<file path="src/rtl/ge_link_speed_ctrl.sv">
// Per-channel GE/MII link-speed controller: sync + filter + hold-off + guarded clock-select switch.
// Optional per-channel select-change counters are built when GE_LINK_STATS_EN is defined.
module ge_link_speed_ctrl #(
    parameter int NUM_CH       = 1,
    parameter int TIMER_W      = 24,
    parameter int HOLD_CYCLES  = 16777215,
    parameter int FILT_CYCLES  = 4,
    parameter int GUARD_CYCLES = 8
) (
    input  logic                 SYS_CLK,
    input  logic                 SYS_RSTN,
    input  logic [NUM_CH-1:0]    GMII_GE_IND,
    input  logic [NUM_CH-1:0]    FORCE_GE,
    input  logic [NUM_CH-1:0]    FORCE_MII,
    output logic [NUM_CH-1:0]    GE_SEL,
    output logic [NUM_CH-1:0]    TX_CLK_EN,
    output logic [NUM_CH-1:0]    SPEED_CHG,
    output logic [16*NUM_CH-1:0] CHG_CNT
);

    localparam int FW = (FILT_CYCLES > 1) ? $clog2(FILT_CYCLES + 1) : 1;
    localparam int GW = $clog2(GUARD_CYCLES);

    typedef enum logic [2:0] {
        ST_MII,
        ST_TO_GE,
        ST_GE,
        ST_HOLD,
        ST_TO_MII
    } state_t;

    for (genvar ch = 0; ch < NUM_CH; ch++) begin : g_ch
        logic [1:0]         r_sync;
        state_t             r_state, w_state_nx;
        logic [FW-1:0]      r_filt, w_filt_nx;
        logic [GW-1:0]      r_guard, w_guard_nx;
        logic [TIMER_W-1:0] r_timer, w_timer_nx;
        logic               r_sel, w_sel_nx;
        logic               r_en, w_en_nx;
        logic               r_chg, w_chg_nx;
        logic               w_ind;

        assign w_ind = FORCE_MII[ch] ? 1'b0 : (FORCE_GE[ch] ? 1'b1 : r_sync[1]);

        always_ff @(posedge SYS_CLK or negedge SYS_RSTN) begin
            if (!SYS_RSTN) begin
                r_sync  <= 2'b00;
                r_state <= ST_MII;
                r_filt  <= '0;
                r_guard <= '0;
                r_timer <= '0;
                r_sel   <= 1'b0;
                r_en    <= 1'b1;
                r_chg   <= 1'b0;
            end else begin
                r_sync  <= {r_sync[0], GMII_GE_IND[ch]};
                r_state <= w_state_nx;
                r_filt  <= w_filt_nx;
                r_guard <= w_guard_nx;
                r_timer <= w_timer_nx;
                r_sel   <= w_sel_nx;
                r_en    <= w_en_nx;
                r_chg   <= w_chg_nx;
            end
        end

        always_comb begin
            w_state_nx = r_state;
            w_filt_nx  = r_filt;
            w_guard_nx = r_guard;
            w_timer_nx = r_timer;
            w_sel_nx   = r_sel;
            w_en_nx    = r_en;
            w_chg_nx   = 1'b0;
            case (r_state)
                ST_MII: begin
                    if (!w_ind) begin
                        w_filt_nx = '0;
                    end else if (r_filt == FW'(FILT_CYCLES - 1)) begin
                        w_state_nx = ST_TO_GE;
                        w_filt_nx  = '0;
                        w_guard_nx = '0;
                        w_en_nx    = 1'b0;
                    end else begin
                        w_filt_nx = r_filt + 1'b1;
                    end
                end
                // Guard: enable held low for the whole window, select flips at its midpoint.
                ST_TO_GE, ST_TO_MII: begin
                    if (r_guard == GW'(GUARD_CYCLES / 2 - 1)) begin
                        w_sel_nx = (r_state == ST_TO_GE);
                        w_chg_nx = 1'b1;
                    end
                    if (r_guard == GW'(GUARD_CYCLES - 1)) begin
                        w_guard_nx = '0;
                        w_en_nx    = 1'b1;
                        w_state_nx = (r_state == ST_TO_GE) ? ST_GE : ST_MII;
                    end else begin
                        w_guard_nx = r_guard + 1'b1;
                    end
                end
                ST_GE: begin
                    if (!w_ind) begin
                        w_state_nx = ST_HOLD;
                        w_timer_nx = '0;
                    end
                end
                ST_HOLD: begin
                    if (w_ind) begin
                        w_state_nx = ST_GE;
                        w_timer_nx = '0;
                    end else if (r_timer == TIMER_W'(HOLD_CYCLES - 1)) begin
                        w_state_nx = ST_TO_MII;
                        w_timer_nx = '0;
                        w_guard_nx = '0;
                        w_en_nx    = 1'b0;
                    end else if (r_timer != '1) begin
                        w_timer_nx = r_timer + 1'b1;
                    end
                end
                default: begin
                    w_state_nx = ST_MII;
                end
            endcase
        end

        assign GE_SEL[ch]    = r_sel;
        assign TX_CLK_EN[ch] = r_en;
        assign SPEED_CHG[ch] = r_chg;

`ifdef GE_LINK_STATS_EN
        logic [15:0] r_cnt;

        // Counts the same edge that raises SPEED_CHG, so the count and pulse appear together.
        always_ff @(posedge SYS_CLK or negedge SYS_RSTN) begin
            if (!SYS_RSTN) begin
                r_cnt <= 16'h0000;
            end else if (w_chg_nx) begin
                r_cnt <= r_cnt + 16'h0001;
            end
        end

        assign CHG_CNT[16*ch +: 16] = r_cnt;
`else
        assign CHG_CNT[16*ch +: 16] = 16'h0000;
`endif
    end

endmodule

</file>
<file path="config.mk">
export PLATFORM = sky130hd
export DESIGN_NAME = ge_link_speed_ctrl
export DESIGN_NICKNAME = d
export VERILOG_FILES = /design/src/rtl/ge_link_speed_ctrl.sv
export SDC_FILE = /design/constraint.sdc
export NUM_CORES = 1
export LEC_CHECK = 0
export BUFFER_PORTS_ARGS = -buffer_cell sky130_fd_sc_hd__clkbuf_2
export CAP_MARGIN = 20
export CORE_MARGIN = 2
export CORE_UTILIZATION = 50
export CTS_CLUSTER_DIAMETER = 150
export DETAILED_ROUTE_END_ITERATION = 10
export PLACE_DENSITY = 0.71
export SLEW_MARGIN = 20
export SYNTH_ARGS = -nofsm -noshare
export SYNTH_HDL_FRONTEND = slang
export SYNTH_SLANG_ARGS = --single-unit
</file>
<file path="constraint.sdc">
create_clock -name SYS_CLK -period 4.1 [get_ports SYS_CLK]
set_clock_uncertainty 0.05 [all_clocks]
set_input_delay 0.41 -clock SYS_CLK [delete_from_list [all_inputs] [get_ports SYS_CLK]]
set_output_delay 0.41 -clock SYS_CLK [all_outputs]
set_load 0.01 [all_outputs]
</file>
After elaboration in Yosys (flattened, before gate mapping)
Cells that the tools add are included.
- input port bits: 5
- logic and storage cells: 68
- flip-flop bits (word level): 38
- output and inout bits: 19
- multiplexer cells: 31
- equality and inequality tests: 17
- reduce and logical (&&, ||, !) cells: 9
- $add $sub $neg: 3
- operators by type and width (cell ; number):
    $mux W24 ; 4
    $pmux W24 S2 ; 1
    $mux W3 ; 13
    $add A24 B1 Y24 const B ; 1
    $eq A24 B24 Y1 const B ; 1
    $ne A24 B24 Y1 const B ; 1
    $eq A3 B2 Y1 const B ; 4
    $ne A2 B2 Y1 const B ; 6
    $pmux W3 S4 ; 1
    $reduce_and A5 Y1 ; 2
    $mux W1 ; 9
    $pmux W3 S3 ; 1
    $add A3 B1 Y3 const B ; 2
    $eq A3 B3 Y1 const B ; 2
    $reduce_and A6 Y1 ; 1
    $ne A4 B4 Y1 const B ; 1
    $eq A3 B1 Y1 const B ; 1
    $logic_not A3 Y1 ; 1
    $ne A3 B3 Y1 const B ; 1
    $pmux W1 S3 ; 1
    $reduce_and A3 Y1 ; 1
    $reduce_bool A3 Y1 ; 1
    $mux W2 ; 1
    $reduce_and A2 Y1 ; 1
    other kinds (2) ; 2

Logic depth before layout (Yosys ltp)
Gate-level depths: netlist of the first run.
- word-level depth: 5
- gate-level depth with buffers: 8
- mapped depth without buffers: 7

Worst setup path after synthesis of the first run
OpenSTA, ideal clock, no wires.
- path type: register to register
- start point: register g_ch[0].r_timer[16]
- end point: register g_ch[0].r_guard[0]
- slack: 2.137 ns
- arrival time: 1.789 ns
- buffers on the path: 1
- data required time: 3.925 ns
- stages on the path, launching flop included: 7
- period minus slack after synthesis: 1.963 ns
- library setup time: 0.125 ns
- path through: dfrtp_1 > clkbuf_2 > nand4_1 > nor4_4 > nand4_1 > a221o_1 > mux2_2
- word-level cells in the longest chain between the ends: 3
- RTL lines (what ; line ; source):
    from (decl) ; 37 ; logic [TIMER_W-1:0] r_timer, w_timer_nx;
    from (signal assigned) ; 60 ; r_timer <= w_timer_nx;
    $eq A24 B24 Y1 ; 112 ; end else if (r_timer == TIMER_W'(HOLD_CYCLES - 1)) begin
    $ne A2 B2 Y1 (no source line) ; n/a ;
    $reduce_and A5 Y1 (no source line) ; n/a ;
    to (signal assigned) ; 59 ; r_guard <= w_guard_nx;
    to (decl) ; 36 ; logic [GW-1:0] r_guard, w_guard_nx;
No other way between the ends.
A chain may end at the register's enable or synchronous reset.

Final worst setup path of the first run
- start point: register g_ch[0].r_timer[0]
- end point: register g_ch[0].r_timer[22]
- word-level cells in the longest chain between the ends: 5
- elaborated cells between the ends (all ways): 9
- those cells by class: add/sub: 1; eq/ne: 3; mux: 4; reduce/logical: 1
- RTL lines (what ; line ; source):
    $add A24 B1 Y24 ; 118 ; w_timer_nx = r_timer + 1'b1;
    $mux W24 ; 117 ; end else if (r_timer != '1) begin
    $mux W24 ; 112 ;
    $mux W24 ; 109 ; if (w_ind) begin
    $pmux W24 S2 ; 75 ; case (r_state)
Several ways; a longest one is shown, not always the timed one. The select of a mux whose other input is x is not followed.

==> metrics.md, run 1 <==
| Metric | Value |
|---|---|
| Status | completed |
| Die extent in y | between 70 and 80 um |
| Initial antenna violation count | 0 |
| GR Util met2 | 26.5% |
| Overflow after GRT | 0 |
| Post-synthesis cell area | roughly 2200 um2 |
| Routed Antenna Nets | 0 |
| Num CTS Buffers | 5 |
| Max cap viols | 0 |
| Grt met3 use | ~4.9% |
| Count of flip-flops with a built-in enable after synthesis | 0 |
| Crit-path max cell delay | 0.47 ns |
| Cell taking the most area after synthesis | dfrtp_1 |
| GR met1 Demand/Resource | a little over a quarter |
| DRC viols | 0 |
| Core Footprint | about 4300 um2 |
| Pin count of the biggest net entering global routing | 39 |
| H-tree depth | 2 |
| Setup crit end kind | flop |
| Max Slew Vio Count | 0 |
| Leakage | 1.03 nW |
| Worst-path maximum fanout | 7 |
| Drt pass-1 iters | 4 |
| Root Buffer | clkbuf_8 |
| Slew @ Worst Pin | roughly 0.94 ns |
| Setup tns final | 0 ns |
| # setup viols final | 0 |
| IO buf count | 7 |
| Final hold slack | between 0.15 and 0.2 ns |
| Worst vdd rail ir drop | between 0.2 and 0.3 mV |
| Slowest CP cell | nor4_2 |
| Top post-synthesis cells by area | dfrtp_1 (42%), buf_4 (5.5%), a31oi_1 (5.1%) |
| Final Core Density | about 54% |
| Fraction of layout cells with a size suffix above 1 | around an eighth |
| Die Wd | 70.4 um |
| Most frequent cells in the layout | dfrtp_1 (37), nand2_1 (25), nor2_1 (19) |
| Initial Utilization | around half |
| Clk pin slew, worst setup/hold paths | about 0.070 ns |
| Number of synthesis warnings | 0 |
| Top_reg_cell synth | dfrtp_1 |
| DRT iter0 DRCs | between 100 and 150 |
| Count of final hold-check violations | 0 |
| Rel. slew slack | between 30% and 40% |
| Hold Startpoint | GMII_GE_IND |
| Register area share after synthesis | roughly 43% |
| Comb pwr share | roughly 31% |
| P_sw | between 0.4 and 0.5 mW |
| Total global-route track usage | 18.2% |
| Latest clock arrival within the worst-skew pair | about 0.30 ns |
| Data arrival, critical path | about 2.4 ns |
| Final Cycle Share | between 50% and 60% |
| Vias in the first global route | 1,546 |
| Most Frequent Cell on Critical Path | nand3_1 |
| Fillers | 420 |
| Max Clk Rate | ~450 MHz |
| CP Launch Type | flop |
| Wire per inst | between 10 and 15 um |
| Mapped Cells | ~240 |
| Worst setup path category | reg -> reg |
| Cell Int Power | about 0.75 mW |
| # rows | 24 |
| Hold crit path type | in -> reg |
| Total clock sinks | 38 |
| Synth cell types | 44 |
| Post-synth top area share | 42.0% |
| Nets | between 200 and 300 |
| Sequential power share | between 40% and 50% |
| Pwr dens | ~500 nW/um2 |
| CTS Hold Bufs | 0 |
| Clock Power Share | between 20% and 30% |
| Clock buffer depth | 2 |
| Design Power | 1.16 mW |
| Placer Congestion | 0.773 |
| Req. time, crit path | between 4 and 5 ns |
| Die area | about 5000 um2 |
| Cell Chain, Critical Path | ha_1, nand3_1, nor4_2, nand2_1, or4_1, nand3_1 |
| # resized after CTS | 0 |
| Global-route wire length before repair | a little over 7 mm |
| Ys async rst share | between 90% and 100% |
| Post-CTS Setup Repair Bufs | 0 |
| ANT cells | 0 |
| Vias after detailed routing | roughly 1,700 |
| Worst r2r src | g_ch[0].r_timer[0] |
| # IOs | 24 |
| CTS tree | done |
| Vias/cell | about 5.8 |
| Commonest non-fill, non-tap cell in the layout | dfrtp_1 |
| RSZ-0062 raised after global routing | no |
| Post-synthesis area per instance | about 9.1 um2 |
| Area delta synth->final | 5.28% |
| Layer with the highest usage | met2 |
| Switching share of power | between 30% and 40% |
| Start point of the critical path | g_ch[0].r_timer[0] |
| Yosys reg bits | 38 |
| Final Critical Period | about 2.2 ns |
| WL final | about 4 mm |
| DPL Wire Length | 2.72 mm |
[Yosys cell counts (all sizes together), types with 3 or more instances]
cell,n
clkbuf,7
ha,6
nand2b,3
o21ai,7
nor3b,3
nand4,8
nand3,17
nor3,3
o2bb2ai,3
dfrtp,37
nand2,25
a21oi,19
buf,20
nor4,4
a31oi,18
inv,6
or3,6
a22o,3
a41oi,3
nor2,19
[final timing paths]
check / cells past startpoint / slack, ns / to
max in group asynchronous: 1 / 3.20 / g_ch[0].r_filt[2]
min in group asynchronous: 1 / 0.20 / g_ch[0].r_timer[7]
max reg2reg: 6 / 1.89 / g_ch[0].r_timer[22]
min reg2reg: 0 / 0.32 / g_ch[0].r_sync[1]
max: 6 / 1.89 / g_ch[0].r_timer[22]
min: 1 / 0.18 / g_ch[0].r_sync[0]
[area by class of cell]
type / instances / area [um2] / area share [%]
Clock inverter: 3 / 40.0 / 1.73
Multi-Input combinational cell: 187 / 1120 / 48.3
Tap cell: 52 / 65.1 / 2.80
Timing Repair Buffer: 9 / 50.0 / 2.16
Sequential cell: 38 / 952 / 41.0
Inverter: 6 / 22.5 / 0.971
Clock buffer: 5 / 68.8 / 2.97
[kinds of logic (layout without fill, tap and decap cells)]
kind of cell,count (synthesis),count (layout),synth area share (%)
compound gates,64,64,18.9
xor+xnor,1,1,0.398
fa+ha+maj,6,6,3.41
buf+inv,33,23,8.63
flops,38,38,43.2
mux,2,2,1.02
other cells,1,16,0.170
simple gates,98,98,24.3
[power groups by stage]
| stage | combinational, mW | clock [mW] | sequential (mW) |
|---|---|---|---|
| detailed placement | 0.361 | 0 | 0.488 |
| floorplan | 0.310 | 0 | 0.462 |
| global placement | 0.356 | 0 | 0.485 |
| global route | 0.416 | 0.340 | 0.490 |
| CTS | 0.363 | 0.322 | 0.480 |
| finish | 0.362 | 0.316 | 0.481 |
[stage by stage]
step | cells | worst slack (ns) | instance area [um2]
3_3_place_gp | 292 | 1.89 | 2210
3_5_place_dp | 292 | 1.90 | 2210
6_report | 300 | 1.89 | 2320
5_1_grt | 300 | 1.69 | 2320
4_1_cts | 300 | 1.89 | 2320
2_1_floorplan | 258 | 2.14 | 2260
[flip-flops by register name (all words and copies together) (netlist names)]
name          flops
g_ch.r_timer     24
g_ch.r_filt       3
g_ch.r_guard      3
g_ch.r_state      3
g_ch.r_sync       2
GE_SEL            1
SPEED_CHG         1
TX_CLK_EN         1
[layer usage]
metal | wire length, um | part of all wire [%] | vias to the layer above
li1 | - | - | 866
met1 | 2040 | 50 | 813
met2 | 1840 | 45 | 49
met3 | 193 | 4.7 | 4
met4 | 36 | 0.87 | 0
met5 | 0 | 0 | -
[worst max-delay path, delay by kind of cell (launching register included)]
family                     cells  cell delay (ns)
adders and majority gates      1             0.28
DFF                            1             0.44
and+or+nand+nor                5             1.38
Power figures use the tool's default switching activity.
==> run 2, diff against run 1 <==
--- a/config.mk
+++ b/config.mk
@@ -5,13 +5,14 @@
 export SDC_FILE = /design/constraint.sdc
 export NUM_CORES = 1
 export LEC_CHECK = 0
+export ABC_AREA = 1
 export BUFFER_PORTS_ARGS = -buffer_cell sky130_fd_sc_hd__clkbuf_2
 export CAP_MARGIN = 20
 export CORE_MARGIN = 2
 export CORE_UTILIZATION = 50
 export CTS_CLUSTER_DIAMETER = 150
 export DETAILED_ROUTE_END_ITERATION = 10
-export PLACE_DENSITY = 0.71
+export PLACE_DENSITY = 0.73
 export SLEW_MARGIN = 20
 export SYNTH_ARGS = -nofsm -noshare
 export SYNTH_HDL_FRONTEND = slang
==> constraint.sdc (replaced) <==
create_clock -name SYS_CLK -period 1.8 [get_ports SYS_CLK]
set_clock_uncertainty 0.05 [all_clocks]
set_input_delay 0.18 -clock SYS_CLK [delete_from_list [all_inputs] [get_ports SYS_CLK]]
set_output_delay 0.18 -clock SYS_CLK [all_outputs]
set_load 0.01 [all_outputs]
==> metrics.md, run 2 <==
| Metric | Value |
|---|---|
| Status | completed |
| Nets | about 360 |
| Non-Filler Instances | about 410 |
| Mapped Cells | between 300 and 400 |
| Max reg flops | 24 |
| DPL Wire Length | between 3 and 4 mm |
| Routed Antenna Nets | 0 |
| Root Buffer | clkbuf_8 |
| Top_reg_cell synth | dfrtp_1 |
| Core Footprint | between 4000 and 5000 um2 |
| Initial antenna violation count | 0 |
| Worst setup path category | reg -> reg |
| Max Slew Vio Count | 0 |
| Post-synthesis cell area | 2480 um2 |
| Most frequent cells in the layout | nand2_1 (101), dfrtp_1 (37), nor2_1 (36) |
| # rows | 25 |
| # setup viols final | 0 |
| Cell Chain, Critical Path | ha_1, inv_1, nor2_2, nand2_1, buf_4, nor2_1, nand2_1, nand2_1, nand2_1, nand4_1, nand2_1 |
| DRT iter0 DRCs | slightly above 80 |
| GR Util met2 | 32.0% |
| Count leader, synth | nand2_1 |
| RSZ-0062 raised after global routing | no |
| Latest clock arrival within the worst-skew pair | approximately 0.30 ns |
| Placed cells | around 400 |
| Post-synth top area share | a little under two fifths |
| Total clock sinks | 38 |
| Grt met3 use | under 10% |
| Most Frequent Cell on Critical Path | nand2_1 |
| Pin count of the biggest net entering global routing | 25 |
| CP bufs+invs | 2 |
| Clk pin slew, worst setup/hold paths | about 0.09 ns |
| Synth cell types | 34 |
| Leakage | between 1 and 1.5 nW |
| Vias/cell | 4.81 |
| Yosys reg bits | 38 |
| Fillers | ~430 |
| CP Launch Type | flop |
| Die extent in y | roughly 74 um |
| Post-synthesis area per instance | 7.79 um2 |
| Post-Place Cell Area | approximately 2600 um2 |
| Wire per inst | 11.3 um |
| # IOs | 24 |
| DRC viols | 0 |
| CP top delay family | simple AND/OR/NAND/NOR gates |
| Max cap viols | 0 |
| Clock buffer depth | 2 |
| H-tree depth | 2 |
| Max Clk Rate | 591 MHz |
| Global-route wire length before repair | a little over 8 mm |
| Final Critical Period | 1.69 ns |
| Count of flip-flops with a built-in enable after synthesis | 0 |
| Fin area | approximately 2800 um2 |
| Setup tns final | 0 ns |
| Ys async rst share | 100% |
| CTS tree | done |
| Crit-path max cell delay | around 0.38 ns |
| Top post-synthesis cells by area | dfrtp_1 (37%), nand2_1 (15%), o21ai_2 (7.1%) |
| Req. time, crit path | around 2 ns |
| WL final | between 4 and 5 mm |
| Vias after detailed routing | slightly below 2,000 |
| Hold crit path type | in -> reg |
| Num CTS Buffers | 5 |
| Final Cycle Share | a little over nine tenths |
| Post-synth top cells | nand2_1 (101), dfrtp_1 (37), nor2_1 (37) |
| Data arrival, critical path | 1.84 ns |
| Setup crit end kind | flop |
| Area delta synth->final | 12.1% |
| Register area share after synthesis | 38.3% |
| Drt pass-1 iters | 4 |
| Die Wd | ~74 um |
| Worst vdd rail ir drop | between 0.8 and 0.9 mV |
| Die area | 5550 um2 |
| Layer with the highest usage | met2 |
| Overflow after GRT | 0 |
| Slew @ Worst Pin | approximately 0.5 ns |
| Initial Utilization | between 50% and 60% |
| Top reg by flops | g_ch.r_timer |
| Worst-path maximum fanout | 3 |
| Pwr dens | 1070 nW/um2 |
| IO buf count | 7 |
| Total global-route track usage | ~19% |
| Number of synthesis warnings | 0 |
| Rel. slew slack | about two thirds |
| ANT cells | 0 |
| Cell taking the most area after synthesis | dfrtp_1 |
| Fraction of layout cells with a size suffix above 1 | about a fifth |
| Slowest CP cell | dfrtp_1 |
| Placer Congestion | roughly 0.93 |
| Count of final hold-check violations | 0 |
| Commonest non-fill, non-tap cell in the layout | nand2_1 |
| Vias in the first global route | 1,855 |
| GR met1 Demand/Resource | 25.0% |
[run 2: layout make-up]
cell class                      instances  area (um2)  area share (%)
Timing Repair Buffer                   23         185            6.65
Tap cell                               67        83.8            3.01
Clock buffer                            5        68.8            2.47
Multi-Input combinational cell        249        1320            47.6
Sequential cell                        38         952            34.2
Inverter                               27         101            3.64
Clock inverter                          3        68.8            2.47
[run 2: logic make-up (layout without fill, tap and decap cells)]
| family | after synthesis | count (layout) | share of synthesized area [%] |
|---|---|---|---|
| other | 1 | 16 | 0.151 |
| AOI/OAI and AO/OA | 41 | 41 | 12.2 |
| and+or+nand+nor | 171 | 171 | 30.2 |
| DFF | 38 | 38 | 38.3 |
| buffers and inverters | 47 | 58 | 10.7 |
| xor gates and xnor gates | 15 | 15 | 5.29 |
| adders and majority gates | 6 | 6 | 3.02 |
[run 2: final timing paths]
check	start	to	slack, ns	depth (start not counted)
worst max-delay path	g_ch[0].r_timer[0]	g_ch[0].r_timer[20]	0.11	11
worst min-delay path	FORCE_MII	g_ch[0].r_filt[1]	0.24	5
worst max register to register	g_ch[0].r_timer[0]	g_ch[0].r_timer[20]	0.11	11
worst min register to register	g_ch[0].r_sync[0]	g_ch[0].r_sync[1]	0.31	0
max in group asynchronous	SYS_RSTN	TX_CLK_EN	0.83	3
min in group asynchronous	SYS_RSTN	g_ch[0].r_filt[0]	0.33	2
[run 2: per-layer routing]
metal	vias to the layer above	routed length, um	share of wire, %
met1	915	2120	46
met2	33	2310	50
met3	4	168	3.6
li1	1028	-	-
met4	0	38	0.82
met5	-	0	0
[run 2: what timing repair did]
item / in CTS / in global routing
resized for setup: 0 / 1
endpoints found under the setup margin: 0 / 10
setup buffers: 0 / 1
endpoints found under the hold margin: 19 / 0
hold buffers: 2 / 0
[run 2: report_power, final]
part | internal (mW) | total [mW] | switching (mW)
logic | 0.354 | 1.03 | 0.676
clock network | 0.555 | 0.878 | 0.323
registers | 0.977 | 1.08 | 0.0998
total | 1.89 | 2.99 | 1.10
[run 2: tightest hold or removal path: stages]
cell and delay [ns]:
clkbuf_2 0.07, o21bai_2 0.11, inv_2 0.07, nand3_1 0.07, nand2_1 0.05
[run 2: per-stage QoR]
| step | total power, mW | setup WS (ns) | utilization [%] | hold slack, ns |
|---|---|---|---|---|
| after floorplan | 1.93 | 0.171 | - | -0.166 |
| after global placement | 2.10 | 0.152 | 55.0 | 0.122 |
| after detailed placement | 2.13 | 0.100 | 55.0 | 0.118 |
| after CTS | 3.02 | 0.0868 | 58.3 | 0.244 |
| after global routing | 3.23 | 0.000288 | 58.6 | 0.271 |
| final | 2.99 | 0.109 | 58.6 | 0.241 |
